==> config.mk <==
export PLATFORM = sky130hd
export DESIGN_NAME = uart_tx_sched
export DESIGN_NICKNAME = d
export VERILOG_FILES = /design/src/rtl/uart_sched_pkg.sv /design/src/rtl/rr_arbiter.sv /design/src/rtl/uart_tx_sched.sv
export SDC_FILE = /design/constraint.sdc
export NUM_CORES = 1
export LEC_CHECK = 0
export ABC_CLOCK_PERIOD_IN_PS = 3300
export CAP_MARGIN = 20
export CORE_MARGIN = 8
export CORE_UTILIZATION = 46
export CTS_CLUSTER_SIZE = 12
export DETAILED_ROUTE_END_ITERATION = 12
export GPL_TIMING_DRIVEN = 1
export PLACE_DENSITY = 0.79
export SKIP_LAST_GASP = 1
export SLEW_MARGIN = 20
export SYNTH_ARGS = -nofsm -noshare
export SYNTH_HDL_FRONTEND = slang
export SYNTH_SLANG_ARGS = --single-unit
==> constraint.sdc <==
create_clock -name txclk -period 3.3 [get_ports txclk]
set_clock_uncertainty 0.2 [all_clocks]
set_input_delay 0.825 -clock txclk [delete_from_list [all_inputs] [get_ports txclk]]
set_output_delay 0.825 -clock txclk [all_outputs]
set_load 0.005 [all_outputs]
==> src/rtl/uart_sched_pkg.sv <==
// Shared types and constants for the UART transmit scheduler.
package uart_sched_pkg;

   typedef enum logic [1:0] {
      ST_IDLE       = 2'd0,
      ST_LOAD       = 2'd1,
      ST_WAIT_START = 2'd2,
      ST_WAIT_DONE  = 2'd3
   } sched_state_t;

   localparam int DEF_START_TIMEOUT = 15;
   localparam int BYTE_W            = 8;

endpackage

==> src/rtl/rr_arbiter.sv <==
// Combinational round-robin pick: search starts one past ptr and wraps,
// considering only requesters enabled by mask.
module rr_arbiter #(
   parameter int NREQ = 4
) (
   input  logic [NREQ-1:0]         req,
   input  logic [$clog2(NREQ)-1:0] ptr,
   input  logic [NREQ-1:0]         mask,
   output logic [NREQ-1:0]         gnt,
   output logic [$clog2(NREQ)-1:0] idx,
   output logic                    hit
);

   localparam int IDW = $clog2(NREQ);

   logic [NREQ-1:0] elig_s;

   assign elig_s = req & mask;

   // first eligible requester after the pointer wins
   always_comb begin
      int            cand_s;
      logic [IDW-1:0] cand_idx_s;
      gnt        = {NREQ{1'b0}};
      idx        = {IDW{1'b0}};
      hit        = 1'b0;
      cand_s     = 0;
      cand_idx_s = {IDW{1'b0}};
      for (int k = 1; k <= NREQ; k++) begin
         cand_s     = (int'(ptr) + k) % NREQ;
         cand_idx_s = cand_s[IDW-1:0];
         if (!hit && elig_s[cand_idx_s]) begin
            hit             = 1'b1;
            idx             = cand_idx_s;
            gnt[cand_idx_s] = 1'b1;
         end else begin
            hit = hit;
         end
      end
   end

endmodule

==> src/rtl/uart_tx_sched.sv <==
// Shares one UART transmitter among NREQ byte requesters with round-robin
// arbitration, message locking and a start-of-frame stall timeout.
module uart_tx_sched
   import uart_sched_pkg::*;
#(
   parameter int NREQ          = 4,
   parameter int START_TIMEOUT = DEF_START_TIMEOUT
) (
   input  logic                     txclk,
   input  logic                     reset_n,
   input  logic                     en,
   input  logic [NREQ-1:0]          req_valid,
   input  logic [NREQ*BYTE_W-1:0]   req_data,
   input  logic [NREQ-1:0]          req_last,
   output logic [NREQ-1:0]          req_ready,
   output logic                     ld_tx_data,
   output logic [BYTE_W-1:0]        tx_data,
   output logic                     tx_enable,
   input  logic                     tx_empty,
   output logic [$clog2(NREQ)-1:0]  gnt_id,
   output logic                     busy,
   input  logic                     err_clr,
   output logic                     err_timeout
);

   localparam int IDW = $clog2(NREQ);
   localparam int CW  = $clog2(START_TIMEOUT + 1);

   sched_state_t       state_r,  state_nxt_s;
   logic [IDW-1:0]     ptr_r,    ptr_nxt_s;
   logic [IDW-1:0]     gnt_r,    gnt_nxt_s;
   logic               lock_r,   lock_nxt_s;
   logic [CW-1:0]      cnt_r,    cnt_nxt_s;
   logic [BYTE_W-1:0]  data_r,   data_nxt_s;
   logic [NREQ-1:0]    ready_r,  ready_nxt_s;
   logic               ld_r,     ld_nxt_s;
   logic               err_r,    err_nxt_s;
   logic               busy_r;
   logic               txen_r;
   logic               timeout_s;
   logic [NREQ-1:0]    lock_mask_s;
   logic [NREQ-1:0]    arb_gnt_s;
   logic [IDW-1:0]     arb_idx_s;
   logic               arb_hit_s;
   logic [BYTE_W-1:0]  win_data_s;

   // while locked only the owner may win, even with its valid low
   always_comb begin
      if (lock_r) begin
         lock_mask_s = NREQ'(1'b1) << gnt_r;
      end else begin
         lock_mask_s = {NREQ{1'b1}};
      end
   end

   rr_arbiter #(.NREQ(NREQ)) u_arb (
      .req  (req_valid),
      .ptr  (ptr_r),
      .mask (lock_mask_s),
      .gnt  (arb_gnt_s),
      .idx  (arb_idx_s),
      .hit  (arb_hit_s)
   );

   // one-hot mux of the winning requester's byte
   always_comb begin
      win_data_s = {BYTE_W{1'b0}};
      for (int i = 0; i < NREQ; i++) begin
         win_data_s = win_data_s | (req_data[i*BYTE_W +: BYTE_W] & {BYTE_W{arb_gnt_s[i]}});
      end
   end

   // next-state and next-output logic
   always_comb begin
      state_nxt_s = state_r;
      ptr_nxt_s   = ptr_r;
      gnt_nxt_s   = gnt_r;
      lock_nxt_s  = lock_r;
      cnt_nxt_s   = cnt_r;
      data_nxt_s  = data_r;
      ready_nxt_s = {NREQ{1'b0}};
      ld_nxt_s    = 1'b0;
      timeout_s   = 1'b0;
      case (state_r)
         ST_IDLE: begin
            if (en && tx_empty && arb_hit_s) begin
               state_nxt_s = ST_LOAD;
               data_nxt_s  = win_data_s;
               gnt_nxt_s   = arb_idx_s;
               ptr_nxt_s   = arb_idx_s;
               ld_nxt_s    = 1'b1;
               ready_nxt_s = arb_gnt_s;
               lock_nxt_s  = ~req_last[arb_idx_s];
            end else begin
               state_nxt_s = ST_IDLE;
            end
         end
         ST_LOAD: begin
            state_nxt_s = ST_WAIT_START;
            cnt_nxt_s   = {CW{1'b0}};
         end
         ST_WAIT_START: begin
            if (!tx_empty) begin
               state_nxt_s = ST_WAIT_DONE;
            end else if (cnt_r == CW'(START_TIMEOUT - 1)) begin
               state_nxt_s = ST_IDLE;
               lock_nxt_s  = 1'b0;
               timeout_s   = 1'b1;
            end else begin
               cnt_nxt_s = cnt_r + CW'(1);
            end
         end
         ST_WAIT_DONE: begin
            if (tx_empty) begin
               state_nxt_s = ST_IDLE;
            end else begin
               state_nxt_s = ST_WAIT_DONE;
            end
         end
         default: begin
            state_nxt_s = ST_IDLE;
         end
      endcase
      // a timeout firing together with err_clr keeps the flag set
      if (timeout_s) begin
         err_nxt_s = 1'b1;
      end else if (err_clr) begin
         err_nxt_s = 1'b0;
      end else begin
         err_nxt_s = err_r;
      end
   end

   // state and registered outputs
   always_ff @(posedge txclk or negedge reset_n) begin
      if (!reset_n) begin
         state_r <= ST_IDLE;
         ptr_r   <= IDW'(NREQ - 1);
         gnt_r   <= {IDW{1'b0}};
         lock_r  <= 1'b0;
         cnt_r   <= {CW{1'b0}};
         data_r  <= {BYTE_W{1'b0}};
         ready_r <= {NREQ{1'b0}};
         ld_r    <= 1'b0;
         err_r   <= 1'b0;
         busy_r  <= 1'b0;
         txen_r  <= 1'b0;
      end else begin
         state_r <= state_nxt_s;
         ptr_r   <= ptr_nxt_s;
         gnt_r   <= gnt_nxt_s;
         lock_r  <= lock_nxt_s;
         cnt_r   <= cnt_nxt_s;
         data_r  <= data_nxt_s;
         ready_r <= ready_nxt_s;
         ld_r    <= ld_nxt_s;
         err_r   <= err_nxt_s;
         busy_r  <= (state_nxt_s != ST_IDLE);
         txen_r  <= en;
      end
   end

   assign req_ready   = ready_r;
   assign ld_tx_data  = ld_r;
   assign tx_data     = data_r;
   assign tx_enable   = txen_r;
   assign gnt_id      = gnt_r;
   assign busy        = busy_r;
   assign err_timeout = err_r;

endmodule

==> impl_results.md <==
- Status: complete, no violations
- Clock period minus worst slack: 3.18 ns
- Max FO, Critical Path: 9
- Final Cycle Share: 96.5%
- Num CTS Buffers: 3
- Syn nets: 240
- Final hold vios: 0
- Synthesis-to-layout area growth: 46.5%
- Synth cell types: 49
- Endpoint class of the critical path: flip-flop
- FF+latch count, synth: 27
- Cell Rows: 23
- Commonest register cell after synthesis: dfrtp_1
- Asr flop ratio synth: 100%
- Max_cap viols: 0
- VDD IR-drop max: 0.000655 V
- GR Util All Layers: 15.5%
- Routability cong.: 0.872
- Placed insts: 309
- Arr. time, crit path: 3.18 ns
- DR iter-0 viols: 108
- DR pass1 iterations: 4
- Initial Util: 47.0%
- N_diodes: 0
- Hold/Removal Path Class: flip-flop to flip-flop
- DRC Markers: 0
- Post-route ant nets: 0
- IO Pins: 63
- Hold_buf cts: 0
- Pwr dens: 957 mW/mm^2
- Cell chain of the critical path: clkdlybuf4s50_1 > or4b_4 > o211a_2 > or3_1 > a21oi_2 > a221o_1 > buf_12 > a22oi_1 > a31oi_1
- Root Driver: clkbuf_8
- Post-DP HPWL: 4090 um
- TritonCTS sink count: 27
- Ys Warns: 0
- DRT Wirelength: 5020 um
- H-Tree Depth: 1
- Max incr delay on CP: 0.49 ns
- Seq/Total Area, Yosys: 36.6%
- GRT Residual Overflow: 0
- CTS resizes: 0
- Layout Cells excl Fill: 313
- Max-slew violations: 0
- Clock-pin slew on the worst setup and hold paths: 0.09 ns
- Worst Reg2Reg Path Length in Cells: 8
- Die area: 0.00632 sq mm
- First-pass GRT wire length: 8020 um
- Req. time, crit path: 3.29 ns
- Max_slew headroom: 64.8%
- Area of the mapped netlist: 0.00185 sq mm
- FMAX: 0.314 GHz
- IO buf count: 62
- Largest net degree at the start of global routing: 28
- CP max-delay cell: clkdlybuf4s50_1
- Fill count: 322
- Post-layout net count: 319
- Hold depth: 2
- DR vias: 1,734
- Share of layout cells above drive strength 1: 16.0%
- Skew-Pair Late Insertion Delay: 0.27 ns
- Mean Syn Cell Area: 10.0 sq um
- Max Root-Sink Buffers: 2
- CP startpoint kind: input pin
- Die Y: 79.5 um
- CTS tree: built
- Final instance area: 0.00271 sq mm
- Placement Cell Area: 0.00267 sq mm
- Critical Setup Path Class: input pin to flip-flop
- Leakage power: 1.15 nW
- Core region area: 0.00394 sq mm
- Antenna violations before repair: 0
- Cell count after synthesis: 185
- Core Util, Final: 68.8%
- Vias in the first global route: 1,746
- Postcts setup bufs: 0
- Via-per-instance ratio: 5.54
- # setup viols final: 0
- Hold slack final: 0.328 ns
- Routed len/inst: 16.0 um
- Worst slew pin tran: 0.521 ns
- Die width: 79.5 um
- RSZ-0062 raised after global routing: no
- Post-synth EDFFs: 0
[sequential cells by signal (all words and copies together), names as in the netlist]
register / count
ld_tx_data: 1
busy: 1
req_ready: 4
lock_r: 1
err_timeout: 1
state_r: 2
cnt_r: 4
gnt_id: 2
tx_data: 8
ptr_r: 2
tx_enable: 1
[Yosys cell counts (all sizes together), types with 3 or more instances]
master / number / share of area (%)
clkbuf: 3 / 0.61
o211ai: 4 / 2.2
nor2: 13 / 2.6
inv: 11 / 2.2
and2: 6 / 2.2
a221o: 4 / 2.2
nand2: 11 / 2.2
buf: 6 / 2.8
a22oi: 16 / 6.5
nand3: 7 / 1.9
ha: 10 / 6.8
dfrtp: 25 / 34
o21ai: 7 / 1.9
a31oi: 8 / 2.7
nand4b: 4 / 1.9
mux2i: 12 / 7.4
a21oi: 5 / 1.8
[cells in the final DEF, fill, tap and decap left out, types with 6 or more instances in the layout]
cell and count:
clkdlybuf4s50_1 62, dfrtp_1 25, buf_4 18, a22oi_1 16, nor2_1 13, nand2_1 11
inv_1 10, mux2i_1 10, ha_1 10, a31oi_1 8, nand3_1 7, o21ai_0 6
[cell type report]
class                   instances  area (sq um)  area share [%]
clock inverters                 1          5.00           0.184
well taps                      50          62.6            2.31
inverters                      11          41.3            1.52
flip-flops and latches         27           678            25.0
clock buffers                   3          41.3            1.52
repair buffers                 83           816            30.1
multi-input cells             138          1070            39.4
[critical path: cells and delay by family]
kind | cells | cell delay [ns]
and+or+nand+nor | 2 | 0.84
buffers and inverters | 2 | 0.62
AOI/OAI and AO/OA | 5 | 0.88
[stage by stage]
stage	setup TNS (ns)	setup WS, ns	power (mW)
after floorplan	0	0.482	1.71
after global placement	-0.641	-0.0885	2.37
after detailed placement	-0.964	-0.149	2.42
after CTS	0	0.129	2.60
after global routing	0	0.0350	2.81
final	0	0.115	2.60
[metal layers]
metal	vias to the layer above	part of all wire (%)	GRT usage, %
li1	852	-	-
met1	839	41	18.5
met2	33	54	27.9
met3	10	2.4	1.13
met4	0	2.8	6.11
met5	-	0	0
[cells by family after synthesis]
logic type      share of synthesized area, %
simple gates                            18.6
compound gates                          23.2
flops                                   36.6
buf+inv                                 5.67
mux                                     7.36
fa+ha+maj                               6.75
xor+xnor                                1.89
[final timing paths]
check | from | endpoint | slack (ns)
max | req_valid[0] | tx_data[6] | 0.12
min | err_timeout | err_timeout | 0.33
max reg2reg | ptr_r[1] | tx_data[6] | 0.34
min reg2reg | err_timeout | err_timeout | 0.33
max in group asynchronous | reset_n | ptr_r[1] | 1.87
min in group asynchronous | reset_n | tx_data[5] | 0.73
[report_power, final]
group | switching (mW) | total [mW] | internal (mW)
registers | 0.153 | 0.613 | 0.460
clock network | 0.106 | 0.191 | 0.0848
logic | 0.817 | 1.79 | 0.977
No activity file was read; power rests on OpenSTA's default activity.
